**config.mk**
```make
export PLATFORM = sky130hd
export DESIGN_NAME = flofifo_drain
export DESIGN_NICKNAME = d
export VERILOG_FILES = /design/src/rtl/flocra_pkg.sv /design/src/rtl/flofifo_skid4.sv /design/src/rtl/flofifo_drain.sv
export SDC_FILE = /design/constraint.sdc
export NUM_CORES = 1
export LEC_CHECK = 0
export ABC_AREA = 1
export CORE_MARGIN = 2
export CORE_UTILIZATION = 51
export CTS_BUF_LIST = sky130_fd_sc_hd__clkbuf_8 sky130_fd_sc_hd__clkbuf_16
export DETAILED_ROUTE_END_ITERATION = 8
export PLACE_DENSITY_LB_ADDON = 0.08
export SLEW_MARGIN = 20
export SYNTH_ARGS = -nofsm -noshare
export SYNTH_HDL_FRONTEND = slang
export SYNTH_HIERARCHICAL = 1
export SYNTH_SLANG_ARGS = --single-unit
```
**constraint.sdc**
```tcl
create_clock -name clk -period 4 [get_ports clk]
set_input_delay 0.6 -clock clk [delete_from_list [all_inputs] [get_ports clk]]
set_output_delay 0.6 -clock clk [all_outputs]
set_load 0.01 [all_outputs]
```
**src/rtl/flocra_pkg.sv**
```systemverilog
// Shared definitions for the flofifo read-side drain engine.
package flocra_pkg;

  localparam int unsigned SKID_DEPTH = 4;
  localparam int unsigned SKID_PTR_W = 2;
  localparam int unsigned SKID_CNT_W = 3;

  typedef enum logic [1:0] {
    ST_IDLE  = 2'd0,
    ST_RUN   = 2'd1,
    ST_FLUSH = 2'd2
  } drain_state_e;

endpackage

```
**src/rtl/flofifo_skid4.sv**
```systemverilog
// Four-entry circular buffer holding words popped from the flofifo until the stream takes them.
module flofifo_skid4
  import flocra_pkg::*;
#(
  parameter int unsigned WIDTH = 32
) (
  input  logic                  clk,
  input  logic                  rst,
  input  logic                  push_i,
  input  logic [WIDTH-1:0]      push_data_i,
  input  logic                  pop_i,
  output logic [WIDTH-1:0]      head_o,
  output logic [SKID_CNT_W-1:0] cnt_o
);

  logic [WIDTH-1:0]      mem_q [SKID_DEPTH];
  logic [SKID_PTR_W-1:0] wr_ptr_q;
  logic [SKID_PTR_W-1:0] rd_ptr_q;
  logic [SKID_CNT_W-1:0] cnt_q;
  logic [SKID_CNT_W-1:0] cnt_d;

  // Occupancy next-state: a simultaneous push and pop leaves the count unchanged.
  always_comb begin
    cnt_d = cnt_q;
    case ({push_i, pop_i})
      2'b10:   cnt_d = cnt_q + SKID_CNT_W'(1);
      2'b01:   cnt_d = cnt_q - SKID_CNT_W'(1);
      default: cnt_d = cnt_q;
    endcase
  end

  // Pointers and count; pointers wrap naturally at the buffer depth.
  always_ff @(posedge clk or posedge rst) begin
    if (rst) begin
      wr_ptr_q <= '0;
      rd_ptr_q <= '0;
      cnt_q    <= '0;
    end else begin
      if (push_i) wr_ptr_q <= wr_ptr_q + SKID_PTR_W'(1);
      if (pop_i)  rd_ptr_q <= rd_ptr_q + SKID_PTR_W'(1);
      cnt_q <= cnt_d;
    end
  end

  // Storage carries no reset; the count alone defines which entries are live.
  always_ff @(posedge clk) begin
    if (push_i) mem_q[wr_ptr_q] <= push_data_i;
  end

  assign head_o = mem_q[rd_ptr_q];
  assign cnt_o  = cnt_q;

endmodule

```
**src/rtl/flofifo_drain.sv**
```systemverilog
// Read-side engine: pops a flofifo into a skid buffer and emits AXI-Stream packets
// closed by a programmable burst length or by an explicit flush.
module flofifo_drain
  import flocra_pkg::*;
#(
  parameter int unsigned WIDTH  = 32,
  parameter int unsigned LENGTH = 32,
  parameter int unsigned BLEN_W = 16
) (
  input  logic                      clk,
  input  logic                      rst,
  input  logic [WIDTH-1:0]          fifo_data_i,
  input  logic                      fifo_valid_i,
  input  logic                      fifo_empty_i,
  input  logic [$clog2(LENGTH)-1:0] fifo_locs_i,
  output logic                      fifo_read_o,
  output logic [WIDTH-1:0]          m_axis_tdata,
  output logic                      m_axis_tvalid,
  input  logic                      m_axis_tready,
  output logic                      m_axis_tlast,
  input  logic [BLEN_W-1:0]         burst_len_i,
  input  logic                      flush_i,
  output logic                      busy_o,
  output logic [BLEN_W-1:0]         words_sent_o
);

  localparam int unsigned LOCS_W = $clog2(LENGTH);

  drain_state_e          state_q;
  logic                  rd_pend_q;
  logic                  hold_last_q;
  logic [BLEN_W-1:0]     beat_cnt_q;
  logic [BLEN_W-1:0]     beat_cnt_d;
  logic [BLEN_W-1:0]     burst_len_q;
  logic [BLEN_W-1:0]     burst_len_d;

  logic [WIDTH-1:0]      head_c;
  logic [SKID_CNT_W-1:0] buf_cnt_c;
  logic [SKID_CNT_W-1:0] credit_c;
  logic [BLEN_W-1:0]     blen_eff_c;
  logic                  burst_hit_c;
  logic                  flush_close_c;
  logic                  head_is_last_c;
  logic                  push_c;
  logic                  xfer_c;
  logic                  flush_done_c;

  flofifo_skid4 #(.WIDTH(WIDTH)) u_skid (
    .clk         (clk),
    .rst         (rst),
    .push_i      (push_c),
    .push_data_i (fifo_data_i),
    .pop_i       (xfer_c),
    .head_o      (head_c),
    .cnt_o       (buf_cnt_c)
  );

  // Credit covers words already buffered plus the one still in flight from the FIFO.
  assign credit_c    = buf_cnt_c + SKID_CNT_W'(rd_pend_q);
  assign fifo_read_o = !rst && !fifo_empty_i && (credit_c < SKID_CNT_W'(SKID_DEPTH))
                       && !(rd_pend_q && (fifo_locs_i < LOCS_W'(2)));
  // Only data answering our own pop enters the buffer.
  assign push_c      = fifo_valid_i && rd_pend_q;

  // The first beat of a packet uses the live burst length; later beats the latched copy.
  assign blen_eff_c     = (beat_cnt_q == '0) ? burst_len_i : burst_len_q;
  assign burst_hit_c    = (blen_eff_c != '0) && (beat_cnt_q == blen_eff_c - BLEN_W'(1));
  assign flush_close_c  = (state_q == ST_FLUSH) && fifo_empty_i && !rd_pend_q
                          && (buf_cnt_c == SKID_CNT_W'(1));
  // hold_last_q pins tlast once offered so a stalled last beat cannot lose it.
  assign head_is_last_c = hold_last_q || burst_hit_c || flush_close_c;

  // Hold back the final buffered word until it is known to be the packet's last.
  assign m_axis_tvalid = (buf_cnt_c >= SKID_CNT_W'(2))
                         || ((buf_cnt_c != '0) && head_is_last_c);
  assign m_axis_tlast  = m_axis_tvalid && head_is_last_c;
  assign m_axis_tdata  = m_axis_tvalid ? head_c : '0;
  assign xfer_c        = m_axis_tvalid && m_axis_tready;

  assign flush_done_c  = fifo_empty_i && !rd_pend_q && (buf_cnt_c == '0) && (beat_cnt_q == '0);

  assign busy_o       = (state_q != ST_IDLE);
  assign words_sent_o = beat_cnt_q;

  // Beat counter and burst-length latch next-state.
  always_comb begin
    beat_cnt_d  = beat_cnt_q;
    burst_len_d = burst_len_q;
    if (xfer_c) begin
      beat_cnt_d = m_axis_tlast ? '0 : beat_cnt_q + BLEN_W'(1);
      if (beat_cnt_q == '0) burst_len_d = burst_len_i;
    end
  end

  // Packet FSM plus pending-read, last-hold and counter registers.
  always_ff @(posedge clk or posedge rst) begin
    if (rst) begin
      state_q     <= ST_IDLE;
      rd_pend_q   <= 1'b0;
      hold_last_q <= 1'b0;
      beat_cnt_q  <= '0;
      burst_len_q <= '0;
    end else begin
      rd_pend_q   <= fifo_read_o;
      hold_last_q <= m_axis_tlast && !m_axis_tready;
      beat_cnt_q  <= beat_cnt_d;
      burst_len_q <= burst_len_d;
      case (state_q)
        ST_IDLE: begin
          if (flush_i)                      state_q <= ST_FLUSH;
          else if (xfer_c && !m_axis_tlast) state_q <= ST_RUN;
        end
        ST_RUN: begin
          if (flush_i)                      state_q <= ST_FLUSH;
          else if (xfer_c && m_axis_tlast)  state_q <= ST_IDLE;
        end
        ST_FLUSH: begin
          if ((xfer_c && m_axis_tlast) || flush_done_c) state_q <= ST_IDLE;
        end
        default: state_q <= ST_IDLE;
      endcase
    end
  end

endmodule

```
==> results.yml, run 1 <==
synthesis:
  netlist_area_um2: 9044
  synthMuxAreaShare_pct: 0
  synth-main-ff-cell: "edfxtp_1"
  synth.ff_latch_count: 171
  synth-simple-area-share_pct: 22.70
  synthDistinctLibCells: 37
  synthCells: 988
  synth_adder_area_share_pct: 1.328
  synthesis.nets: 1056
  main_combinational_cell_family_by_area_after_synthesis: "simple AND/OR/NAND/NOR gates"
  yosysWarningCount: 6
  synthDominantCellAreaShare_pct: 42.50
  synthesized_area_fraction_occupied_by_ao_oa_aoi_and_oai_cells_pct: 7.983
  synth_area_leader_cell: "edfxtp_1"
  synthTopCellsByArea: "edfxtp_1 (43%), dfrtp_1 (12%), nand2_1 (11%)"
  synthesis.area_per_instance_um2: 9.154
  seq_area_frac_synth_pct: 54.40
  synthXorXnorAreaFrac_pct: 3.058
  synth_enable_flop_cells: 128
  synth-async-reset-ratio_pct: 25.15
finish:
  layout-drive-gt1-share_pct: 22.67
  area_used_by_multi_input_combinational_logic_um2: 3387
  final.fill_count: 1400
  antenna_cells_inserted: 0
  layout.cells.non_filler: 1394
  sequential_cell_area_um2: 4923
  flow.area_growth_from_synthesis_pct: 27.68
  fin_nets: 1224
sta:
  final_clock_skew_ns: 0.01215
  postLayoutSetupSlackWorst_ns: -0.1616
  rsz0062_at_grt: "yes"
  final_setup_violation_count: 33
  worst_pin_slew_ns: 0.7272
  hold_viol: 0
  maxSlewHeadroom_pct: 51.45
  period_minus_slack_ns: 4.162
  finalMaxSlewViolations: 0
  setup-tns-final_ns: -1.921
  final_min_period_over_clock_period_pct: 104.0
  clock.fmax_ghz: 0.2403
route:
  via_count: 6901
  antenna_violating_nets_post_route: 0
  drt_pass1_iterations: 4
  wl_per_cell_um: 14.41
  drt-initial-drc-count: 416
  routed_via_density: 4.951
  wl_um: 20090
  drc_errors: 0
floorplanning:
  die_x_um: 137.2
  die_h_um: 137.2
  dieArea_um2: 18810
  placement_rows: 48
  placeableCoreArea_um2: 17300
  initial_core_util_pct: 52.29
  io-pin-count: 111
critical_path:
  timing.rr.start: "words_sent_o[1]$_DFFE_PP0N_"
  worstPathBufferInverterCount: 6
  critical_path.endpoint_type: "primary output"
  cp.depth: 26
  regToRegEndpoint: "u_skid/cnt_o[2]$_DFFE_PP0P_"
  setup.worst_path.start_class: "flop"
  timing.reg2reg.setup_slack_ns: 0.18
  timing.critical_path.fanout_max: 8
  critPathTopFamily: "simple AND/OR/NAND/NOR gates"
  cpMostUsedCell: "nand2_2"
  worst_r2r_path_depth: 31
  path_class: "reg -> out"
  crit_arrival_ns: 3.56
  setup.worst_path.start: "words_sent_o[1]$_DFFE_PP0N_"
  critPathRequiredTime_ns: 3.40
  critPathSlowestCell: "dfrtp_1"
  slowest_delay_ns: 0.40
  timing.critical_path.to: "m_axis_tdata[27]"
placed_design:
  hpwl_um: 12930
  numPlacedInstances: 1345
  gp_routability_congestion: 0.8835
  io_buffers: 109
clock_network:
  hold_bufs_inserted_after_cts: 0
  cts_tree: "done"
  cts_max_level: 4
  clk-insertion-delay-late_ns: 0.43
  clock_path_buffers: 2
  clockRootBuffer: "clkbuf_16"
  path_clk_slew_ns: 0.07
  cts-buffers-inserted: 17
  clock_sinks: 171
grt:
  global_route_total_overflow: 0
  grt_first_pass_wirelength_um: 32000
  first_global_vias: 6563
  grt_max_degree: 71
  grt_use_total_pct: 22.42
  grt_antenna_before_repair: 0
hold_path:
  worst_min_delay_path_category: "in -> async"
flow_run:
  max_cap_viol_count: 0
power_and_ir_drop:
  cellLeakagePower_nw: 5.203
  power.density_nw_per_um2: 860.9
  vdd_drop_max_mv: 0.4902
outcome:
  run_status: "finished with violations"
  violated_checks: "setup timing"
[routing by layer]
layer / vias to the layer above / global-route usage [%] / part of all wire [%]
met2: 146 / 38.81 / 50
met5: - / 0 / 0
met3: 21 / 4.593 / 4.9
met1: 3220 / 28.78 / 44
met4: 0 / 5.785 / 1.2
li1: 3514 / - / -
[worst min path at each step]
stage / cells past startpoint / slack (ns) / startpoint / end
after global placement: 2 / 0.46 / burst_len_q[13]$_DFFE_PP0N_ / burst_len_q[13]$_DFFE_PP0N_
after CTS: 2 / 0.37 / rst / rd_pend_q$_DFF_PP0_
final: 2 / 0.40 / rst / rd_pend_q$_DFF_PP0_
after global routing: 2 / 0.39 / rst / rd_pend_q$_DFF_PP0_
after detailed placement: 2 / 0.47 / burst_len_q[14]$_DFFE_PP0N_ / burst_len_q[14]$_DFFE_PP0N_
after floorplan: 1 / 0.40 / rst / u_skid/cnt_o[0]$_DFFE_PP0P_
[cells in the final DEF (no fill, tap or decap), drive strengths merged]
cell type      synthesis  final
a41oi                  1      1
nor4                   7      7
o21ai                 28     28
xnor3                  1      1
clkbuf                 3     17
nand2                292    292
inv                  174    179
nand3b                11     11
or2                    1      1
clkdlybuf4s50          0     75
o211ai                65     65
clkinv                 0      7
dfrtp                 43     43
nor3                  10     10
edfxtp               128    128
clkinvlp               0      3
buf                   41    117
xor2                  24     24
nor2                  91     91
nand3                 44     44
a21oi                  1      1
fa                     1      1
clkdlybuf4s15          0      1
nand4                  7      7
ha                     8      8
xnor2                  5      5
o21bai                 1      1
a221oi                 1      1
[worst reg2reg max path: cells and delay by family (launching register included)]
family                     cells  cell delay, ns
and+or+nand+nor               20            1.82
DFF                            1            0.40
buffers and inverters          5            0.38
xor gates and xnor gates       2            0.29
adders and majority gates      4            0.83
[power by group]
| part | switching [mW] | internal (mW) |
|---|---|---|
| clock | 0.753 | 0.831 |
| combinational | 3.41 | 2.60 |
| sequential | 0.207 | 2.14 |
[kinds of logic (layout without fill, tap and decap cells)]
logic type	after synthesis	in the layout
AOI/OAI and AO/OA	97	97
buffers and inverters	218	399
adders and majority gates	9	9
xor gates and xnor gates	30	30
DFF	171	171
and+or+nand+nor	463	463
[per-stage QoR]
stage                     util (%)  area (um2)  worst slack, ns  hold slack (ns)  total power [mW]
after global routing         66.76       11550          -0.3825           0.3878             10.74
after detailed placement     61.57       10650          -0.1180           0.4679             7.714
after global placement       61.57       10650          -0.1266           0.4634             7.662
final                        66.76       11550          -0.1616           0.4029             9.941
after floorplan                  -        9044           0.2120           0.4034             5.825
after CTS                    66.02       11420          -0.1674           0.3749             9.767
[state kept, by name, summed over array words and instances, names as in the netlist]
register / count
burst_len_q: 16
hold_last_q: 1
rd_pend_q: 1
state_q: 2
u_skid/cnt_o: 3
u_skid/mem_q: 128
u_skid/rd_ptr_q: 2
u_skid/wr_ptr_q: 2
words_sent_o: 16
[synthesized netlist by cell type, types with 2 or more instances]
cell type / number
xor2_1: 24
o21ai_2: 17
nand3b_1: 9
nand2_1: 274
nand2_4: 4
nand2_2: 14
o21ai_0: 5
dfrtp_1: 43
xnor2_1: 5
nor4_1: 7
clkbuf_1: 3
o211ai_1: 65
nor2_1: 77
buf_4: 4
inv_2: 8
nor3_1: 9
inv_1: 166
nor2_4: 3
o21ai_1: 6
nand4_1: 7
edfxtp_1: 128
ha_1: 8
nor2_8: 3
nand3_1: 44
nand3b_2: 2
nor2_2: 8
buf_6: 10
buf_2: 26
[repair_timing]
action	in CTS	in global routing
pin swaps	21	13
setup endpoints to repair	34	60
gates resized for setup	185	36
gates cloned	3	0
setup buffers	12	3
[cell type report]
cell class                 count  share of cell area [%]
clock inverter                15                   1.365
sequential                   171                   42.64
timing repair buffer         193                   14.80
multi-input combinational    599                   29.33
tap                          225                   2.438
inverter                     174                   5.743
clock buffer                  17                   3.684
(Power assumes the default switching activity.)
==> run 2, diff against run 1 <==
Settings changed: CORE_UTILIZATION 51 to 61.
Clock period 4 ns to 5 ns, I/O delays scaled along.
==> results.yml, run 2 (same netlist as run 1, synthesis figures left out) <==
outcome:
  run_status: "finished, final reports clean"
sta:
  hold_viol: 0
  period_minus_slack_ns: 4.686
  finalMaxSlewViolations: 0
  rsz0062_at_grt: "no"
  setup-tns-final_ns: 0
  clock.fmax_ghz: 0.2134
  worst_pin_slew_ns: 0.7185
  maxSlewHeadroom_pct: 52.03
  final_min_period_over_clock_period_pct: 93.72
  timing.hold.ws_ns: 0.4836
  postLayoutSetupSlackWorst_ns: 0.3140
  final_setup_violation_count: 0
  final_clock_skew_ns: 0.01080
critical_path:
  timing.critical_path.to: "m_axis_tlast"
  timing.rr.start: "words_sent_o[0]$_DFFE_PP0N_"
  critPathTopFamily: "simple AND/OR/NAND/NOR gates"
  timing.critical_path.fanout_max: 7
  regToRegEndpoint: "u_skid/cnt_o[2]$_DFFE_PP0P_"
  crit_arrival_ns: 3.94
  cp.depth: 23
  critical_path.endpoint_type: "primary output"
  critPathRequiredTime_ns: 4.25
  critPathSlowestCell: "clkdlybuf4s50_1"
  setup.worst_path.start_class: "flop"
  setup.worst_path.start: "words_sent_o[0]$_DFFE_PP0N_"
  worst_r2r_path_depth: 30
  slowest_delay_ns: 0.54
  crit_path_cells: "inv_2, ha_2, inv_1, nor2_1, nand2_2, nor2_8, nand2_2, nand2_1, nand2_2, ha_1, xnor2_1, xor2_1, nor2_1, nand3_1, nor2_1, nand2_1, nor2_1, nand3_2, nand2_2, nand2_4, buf_4, inv_1, clkdlybuf4s50_1"
  path_class: "reg -> out"
  worstPathBufferInverterCount: 5
  timing.reg2reg.setup_slack_ns: 0.90
grt:
  global_route_total_overflow: 0
  grt_antenna_before_repair: 0
  grt_first_pass_wirelength_um: 30700
  grt_max_degree: 131
  grt_use_total_pct: 24.81
  first_global_vias: 6376
clock_network:
  cts-buffers-inserted: 17
  clock_path_buffers: 2
  clock_sinks: 171
  clk-insertion-delay-late_ns: 0.43
  cts_tree: "done"
  clockRootBuffer: "clkbuf_16"
  cts_max_level: 4
  path_clk_slew_ns: 0.07
  cts_post_setup_buffers_inserted: 0
power_and_ir_drop:
  cellLeakagePower_nw: 5.235
  sequentialPowerShare_pct: 26.6
  power.share.switching_pct: 44.06
  intPower_mw: 3.986
  combinationalPowerShare_pct: 54.8
  power.density_nw_per_um2: 647.1
  netSwitchingPower_mw: 3.140
  clock_power_share_pct: 18.6
  vdd_drop_max_mv: 0.4936
floorplanning:
  initial_core_util_pct: 62.22
  io-pin-count: 111
  dieArea_um2: 15820
  die_h_um: 125.8
  placement_rows: 44
  die_x_um: 125.8
  placeableCoreArea_um2: 14530
hold_path:
  worst_min_delay_path_category: "reg -> reg"
route:
  routed_via_density: 5.181
  drc_errors: 0
  drt-initial-drc-count: 398
  wl_um: 18730
  antenna_violating_nets_post_route: 0
  drt_pass1_iterations: 5
  via_count: 6714
  wl_per_cell_um: 14.45
finish:
  antenna_cells_inserted: 0
  layout.cells.non_filler: 1296
  layout-drive-gt1-share_pct: 11.51
  postLayoutCellArea_um2: 11010
  fin_nets: 1167
  largest-register: "u_skid/mem_q"
  flow.area_growth_from_synthesis_pct: 21.78
  final_cell_mix: "nand2_1 (271), inv_1 (162), edfxtp_1 (128)"
  largest_register_ffs: 128
  layout_commonest_cell: "nand2_1"
placed_design:
  io_buffers: 109
  hpwl_um: 12500
  numPlacedInstances: 1263
  gp_routability_congestion: 0.8942
  dpl_worst_slack_ns: 0.4514
  detailed_place.area_um2: 10290
flow_run:
  max_cap_viol_count: 0
[run 2: area by class of cell]
| class | count | area (um2) |
|---|---|---|
| sequential | 171 | 4923 |
| fill | 1026 | 3521 |
| multi-input combinational | 599 | 3194 |
| timing repair buffer | 136 | 1408 |
| inverter | 174 | 653.1 |
| clock buffer | 17 | 425.4 |
| tap | 184 | 230.2 |
| clock inverter | 15 | 178.9 |
[run 2: timing repair]
action                     CTS  global route
setup endpoints to repair    1            34
gates resized for setup      1            40
gates cloned                 0             0
hold buffers                 0             0
pin swaps                    0             0
[run 2: worst min path at each step]
| stage | start | end | slack [ns] | depth (start not counted) |
|---|---|---|---|---|
| floorplan | state_q[1]$_DFFE_PP0P_ | state_q[1]$_DFFE_PP0P_ | 0.45 | 1 |
| global placement | burst_len_q[13]$_DFFE_PP0N_ | burst_len_q[13]$_DFFE_PP0N_ | 0.46 | 2 |
| detailed placement | burst_len_q[15]$_DFFE_PP0N_ | burst_len_q[15]$_DFFE_PP0N_ | 0.47 | 2 |
| CTS | burst_len_q[15]$_DFFE_PP0N_ | burst_len_q[15]$_DFFE_PP0N_ | 0.48 | 2 |
| global route | burst_len_q[13]$_DFFE_PP0N_ | burst_len_q[13]$_DFFE_PP0N_ | 0.51 | 2 |
| finish | burst_len_q[14]$_DFFE_PP0N_ | burst_len_q[14]$_DFFE_PP0N_ | 0.48 | 2 |
[run 2: stage by stage]
stage                     total power [mW]  utilization (%)
after floorplan                      4.660                -
after global placement               5.732            70.80
after detailed placement             5.810            70.80
after CTS                            7.152            74.95
after global routing                 7.722            75.77
final                                7.127            75.77
[run 2: worst reg2reg max path: cells and delay by family, from the launching register on]
family / cells / cell delay (ns)
xor+xnor: 2 / 0.30
buf+inv: 4 / 0.43
fa+ha+maj: 4 / 1.05
flops: 1 / 0.39
simple gates: 20 / 1.83
[run 2: power groups by stage]
stage / Sequential (mW) / Clock, mW / Combinational, mW
after floorplan: 1.84 / 0 / 2.82
after global placement: 1.98 / 0 / 3.75
after detailed placement: 1.99 / 0 / 3.82
after CTS: 1.96 / 1.34 / 3.85
after global routing: 1.92 / 1.42 / 4.38
final: 1.89 / 1.32 / 3.91
[run 2: metal layers]
metal	routed length (um)	global-route usage [%]	vias to the layer above
met5	0	0	-
li1	-	-	3401
met2	9075	41.49	189
met3	993	5.098	34
met4	428	9.825	0
met1	8233	32.10	3090
